===== src/rtl/core_pkg.sv =====
// Shared core definitions: stage sequencer encodings and architectural widths.
package core_pkg;

    typedef enum logic [2:0] {
        S_IF  = 3'd0,
        S_ID  = 3'd1,
        S_EX  = 3'd2,
        S_MEM = 3'd3,
        S_WB  = 3'd4
    } stage_e;

    localparam int XLEN       = 32;
    localparam int REG_ADDR_W = 5;
    localparam logic [XLEN-1:0] PC_STEP = 32'd4;

endpackage


===== src/rtl/reg_file.sv =====
// Integer register file: two asynchronous read ports, one synchronous write port, x0 reads as zero.
module reg_file
    import core_pkg::*;
#(
    parameter int NUM_REGS = 32
) (
    input  logic                  clk,
    input  logic                  rst,
    input  logic                  we,
    input  logic [REG_ADDR_W-1:0] waddr,
    input  logic [XLEN-1:0]       wdata,
    input  logic [REG_ADDR_W-1:0] raddr1,
    input  logic [REG_ADDR_W-1:0] raddr2,
    output logic [XLEN-1:0]       rdata1,
    output logic [XLEN-1:0]       rdata2
);

    logic [XLEN-1:0] regs [NUM_REGS];

    always_ff @(posedge clk) begin
        if (rst) begin
            for (int i = 0; i < NUM_REGS; i++) begin
                regs[i] <= '0;
            end
        end else if (we && (waddr != '0) && (int'(waddr) < NUM_REGS)) begin
            regs[waddr] <= wdata;
        end
    end

    // No write-to-read bypass: a read in the write cycle sees the old contents.
    always_comb begin
        rdata1 = '0;
        rdata2 = '0;
        if ((raddr1 != '0) && (int'(raddr1) < NUM_REGS)) rdata1 = regs[raddr1];
        if ((raddr2 != '0) && (int'(raddr2) < NUM_REGS)) rdata2 = regs[raddr2];
    end

endmodule


===== src/rtl/write_back.sv =====
// Write-back stage: owns the stage sequencer, PC and register file; commits on leaving WB.
// Optional WB_INSTRET_EN adds a 64-bit retired-instruction counter output.
module write_back
    import core_pkg::*;
#(
    parameter logic [31:0] RESET_PC = 32'h0000_0000,
    parameter int          NUM_REGS = 32
) (
    input  logic                  clk,
    input  logic                  rst,
    input  logic                  stall,
    input  logic                  branch_in,
    input  logic                  reg_write_in,
    input  logic [REG_ADDR_W-1:0] write_reg_in,
    input  logic [XLEN-1:0]       branch_addr_in,
    input  logic [XLEN-1:0]       reg_write_data_in,
    input  logic [REG_ADDR_W-1:0] rs1_addr,
    input  logic [REG_ADDR_W-1:0] rs2_addr,
    output logic [XLEN-1:0]       rs1_data,
    output logic [XLEN-1:0]       rs2_data,
    output logic [2:0]            state,
    output logic [XLEN-1:0]       pc,
`ifdef WB_INSTRET_EN
    output logic [63:0]           instret,
`endif
    output logic                  retire
);

    logic [2:0] state_n;
    logic       commit;

    always_ff @(posedge clk) begin
        if (rst) state <= S_IF;
        else     state <= state_n;
    end

    // Unreachable encodings recover to fetch even under stall, without committing.
    always_comb begin
        state_n = state;
        commit  = 1'b0;
        case (state)
            S_IF:  if (!stall) state_n = S_ID;
            S_ID:  if (!stall) state_n = S_EX;
            S_EX:  if (!stall) state_n = S_MEM;
            S_MEM: if (!stall) state_n = S_WB;
            S_WB: begin
                if (!stall) begin
                    state_n = S_IF;
                    commit  = 1'b1;
                end
            end
            default: state_n = S_IF;
        endcase
    end

    always_ff @(posedge clk) begin
        if (rst) begin
            pc     <= RESET_PC;
            retire <= 1'b0;
        end else begin
            retire <= commit;
            if (commit) pc <= branch_in ? branch_addr_in : pc + PC_STEP;
        end
    end

`ifdef WB_INSTRET_EN
    always_ff @(posedge clk) begin
        if (rst)         instret <= '0;
        else if (commit) instret <= instret + 64'd1;
    end
`endif

    reg_file #(
        .NUM_REGS(NUM_REGS)
    ) u_reg_file (
        .clk    (clk),
        .rst    (rst),
        .we     (commit & reg_write_in),
        .waddr  (write_reg_in),
        .wdata  (reg_write_data_in),
        .raddr1 (rs1_addr),
        .raddr2 (rs2_addr),
        .rdata1 (rs1_data),
        .rdata2 (rs2_data)
    );

endmodule


===== config.mk =====
export PLATFORM = sky130hd
export DESIGN_NAME = write_back
export DESIGN_NICKNAME = d
export VERILOG_FILES = /design/src/rtl/core_pkg.sv /design/src/rtl/reg_file.sv /design/src/rtl/write_back.sv
export SDC_FILE = /design/constraint.sdc
export NUM_CORES = 2
export LEC_CHECK = 0
export BUFFER_PORTS_ARGS = -buffer_cell sky130_fd_sc_hd__buf_2
export CAP_MARGIN = 20
export CORE_MARGIN = 2
export CORE_UTILIZATION = 57
export CTS_CLUSTER_SIZE = 16
export DETAILED_ROUTE_END_ITERATION = 10
export PLACE_DENSITY = 0.87
export SYNTH_ARGS = -nofsm -noshare
export SYNTH_HDL_FRONTEND = slang
export SYNTH_SLANG_ARGS = --single-unit
export TNS_END_PERCENT = 50

===== constraint.sdc =====
create_clock -name clk -period 4.63 [get_ports clk]
set_clock_uncertainty 0.15 [all_clocks]
set_input_delay 0.6945 -clock clk [delete_from_list [all_inputs] [get_ports clk]]
set_output_delay 0.6945 -clock clk [all_outputs]
set_load 0.05 [all_outputs]

==> qor.txt <==
Yosys top cell area share -> 0.542
Fin Hold WS -> 0.0510 ns
Total Routing Usage GR -> 0.345
Worst reg2reg startpoint -> state[1]
Top cells by area, synth -> edfxtp_1 (54%), mux4_2 (20%), and2_1 (11%)
CP max stage delay -> 0.62 ns
LEAKAGE -> 22.9 nW
Least-Margin Pin Slew -> 1.08 ns
Core area -> 0.0986 sq mm
Clock buffer depth -> 3
Die area -> 0.102 sq mm
Final ANT Viol Nets -> 0
Status -> completed
Setup Buffers After CTS -> 0
Final setup vio count -> 0
Net Sw Frac -> 0.256
Sw power -> 5.75 mW
Std-Cell Rows -> 115
Internal -> 16.7 mW
Critical Path RT -> 3.79 ns
Yosys reg bits -> 1060
CP max-delay cell -> o21ai_0
MaxCap Viol Count -> 0
Clk sinks -> 1060
TNS Setup -> 0 ns
Share of cells above drive strength 1 -> 0.311
Vias in the first global route -> 39300
Sequential share of power -> 0.490
Max_slew headroom -> 0.279
Peak VDD IR -> 0.000338 V
Fill cells -> 6286
Sequential fraction of the synthesis area -> 0.554
Total gr overflow -> 0
Post-route clock period utilization -> 0.931
Syn Std Cell Area -> 0.0568 sq mm
First-pass GRT wire length -> 257 mm
Clock power share -> 0.387
Area growth syn-to-layout -> 12.1%
Via count -> 39100
Initial antenna violation count -> 22
Number of synthesized flops with an enable pin -> 1024
P per Cell Area -> 353 mW/mm^2
Routed wire length per instance -> 33.3 um
Logic gate share of total power -> 0.123
Largest area contributor in the netlist -> edfxtp_1
Routed Wire Length -> 177 mm
Hold_sp -> branch_addr_in[11]
Top_reg_cell synth -> edfxtp_1
Vias/cell -> 7.34
Syn Area/Cell -> 14.9 sq um
Port Buffer Count -> 183
Final Hold Viols -> 0
Critical setup path kind -> in2out
DRC violations left -> 0
Starting DRT DRC Count -> 7113
CP arrival -> 3.47 ns
Chip Width -> 320 um
CTS root buf -> clkbuf_16
Worst-skew pair later-pin latency -> 0.70 ns
Most frequent cell after synthesis -> edfxtp_1
Critical Path Start -> rs2_addr[0]
Max Slew Vio Count -> 0
Startpoint Class -> input port
Synth Instances -> 3817
DRT Pass-1 Iters -> 9
Resized cells post-CTS -> 0
Top post-synthesis cells by count -> edfxtp_1 (1024), and2_1 (995), mux4_2 (512)
Starting density of the core -> 0.576
CTS clk-pin slew, worst paths -> 0.06 ns
Upper clock frequency limit -> 0.232 GHz
CTS tree -> done
Type of the most critical hold path -> in2reg
Post-detail-place hpwl -> 111 mm
Die height -> 320 um
Num ports -> 184
Yosys cell types -> 65
RSZ-0062 raised after global routing -> no
Crit path time final -> 4.31 ns
Crit. End Element -> primary output
Async set-reset flop share out of synthesis -> 0
Critical path fanouts, max -> 52
Crit-path cells -> clkbuf_8 -> buf_4 -> mux4_2 -> mux2_2 -> o21ai_0 -> a31oi_1 -> buf_2
YS warnings -> 0
Final net count -> 4019
Routability congestion estimate -> 0.914
H-tree depth -> 3
Largest net degree at the start of global routing -> 53
Hold buffer count at CTS -> 0
TritonCTS Buffers -> 103
-- registers in the layout, indices dropped and copies added, names as in the netlist --
name / cells
retire: 1
u_reg_file.regs: 1024
pc: 32
state: 3
-- metrics by stage --
step	utilization	area [sq um]	cells	setup WS (ns)	power, mW
2_1_floorplan	-	56900	3848	-0.160	12.9
3_3_place_gp	0.610	60100	5115	0.504	13.7
3_5_place_dp	0.610	60200	5116	0.471	13.8
4_1_cts	0.645	63600	5312	0.447	22.3
5_1_grt	0.646	63600	5318	0.313	22.8
6_report	0.646	63600	5325	0.318	22.5
-- cells in the final DEF (no fill, tap or decap), types with 40 or more instances in the layout --
master     count
buf_4        161
o21ai_0       77
and2_1       995
edfxtp_1    1024
mux4_2       512
nand2_1       92
buf_12        40
mux2i_1       89
a21oi_1      101
nor2_1        41
clkbuf_16    104
a22oi_1       50
a31oi_1       59
mux2_2       111
buf_2        176
-- worst paths after layout --
kind                                                to  slack (ns)  depth (start not counted)
worst max-delay path                      rs2_data[22]        0.32                          7
worst min-delay path                            pc[11]        0.05                          3
worst max register to register  u_reg_file.regs[28][4]        1.09                          6
worst min register to register                   pc[1]        0.37                          2
-- power groups by stage --
stage	Combinational, mW	Sequential [mW]	Clock, mW
after floorplan	1.71	11.1	0
after global placement	2.59	11.1	0
after detailed placement	2.64	11.2	0
after CTS	2.67	11.0	8.67
after global routing	2.80	11.0	9.01
final	2.75	11.0	8.71
-- cell type report --
cell class / instances / area (sq um) / share of cell area
diodes: 13 / 32.5 / 0.000511
well taps: 1287 / 1610 / 0.0253
inverters: 5 / 20.0 / 0.000315
clock inverters: 70 / 739 / 0.0116
multi-input cells: 2380 / 24100 / 0.378
flip-flops and latches: 1060 / 31500 / 0.494
repair buffers: 384 / 2990 / 0.0470
clock buffers: 126 / 2720 / 0.0427
-- worst max-delay path, delay by kind of cell --
| family | cells | cell delay (ns) |
|---|---|---|
| buffers and inverters | 3 | 1.15 |
| muxes | 2 | 0.80 |
| AOI/OAI and AO/OA | 2 | 0.78 |
-- layer usage --
metal	global-route usage	part of all wire	vias up	routed length, um
met3	0.0994	0.16	934	27800
li1	-	-	14900	-
met1	0.423	0.30	19200	53500
met4	0.213	0.071	14	12500
met5	0	0.00052	-	92
met2	0.543	0.47	4101	83200
-- cell families after synthesis --
logic type / Yosys count / synth area share
multiplexers: 712 / 0.241
adder cells (fa/ha/maj): 1 / 0.000220
XOR/XNOR: 1 / 0.000154
flip-flops: 1060 / 0.554
other: 1 / 0.0000661
buffers and inverters: 408 / 0.0313
AND/OR/NAND/NOR: 1267 / 0.134
AO/OA/AOI/OAI: 367 / 0.0388
Power figures use the tool's default switching activity.
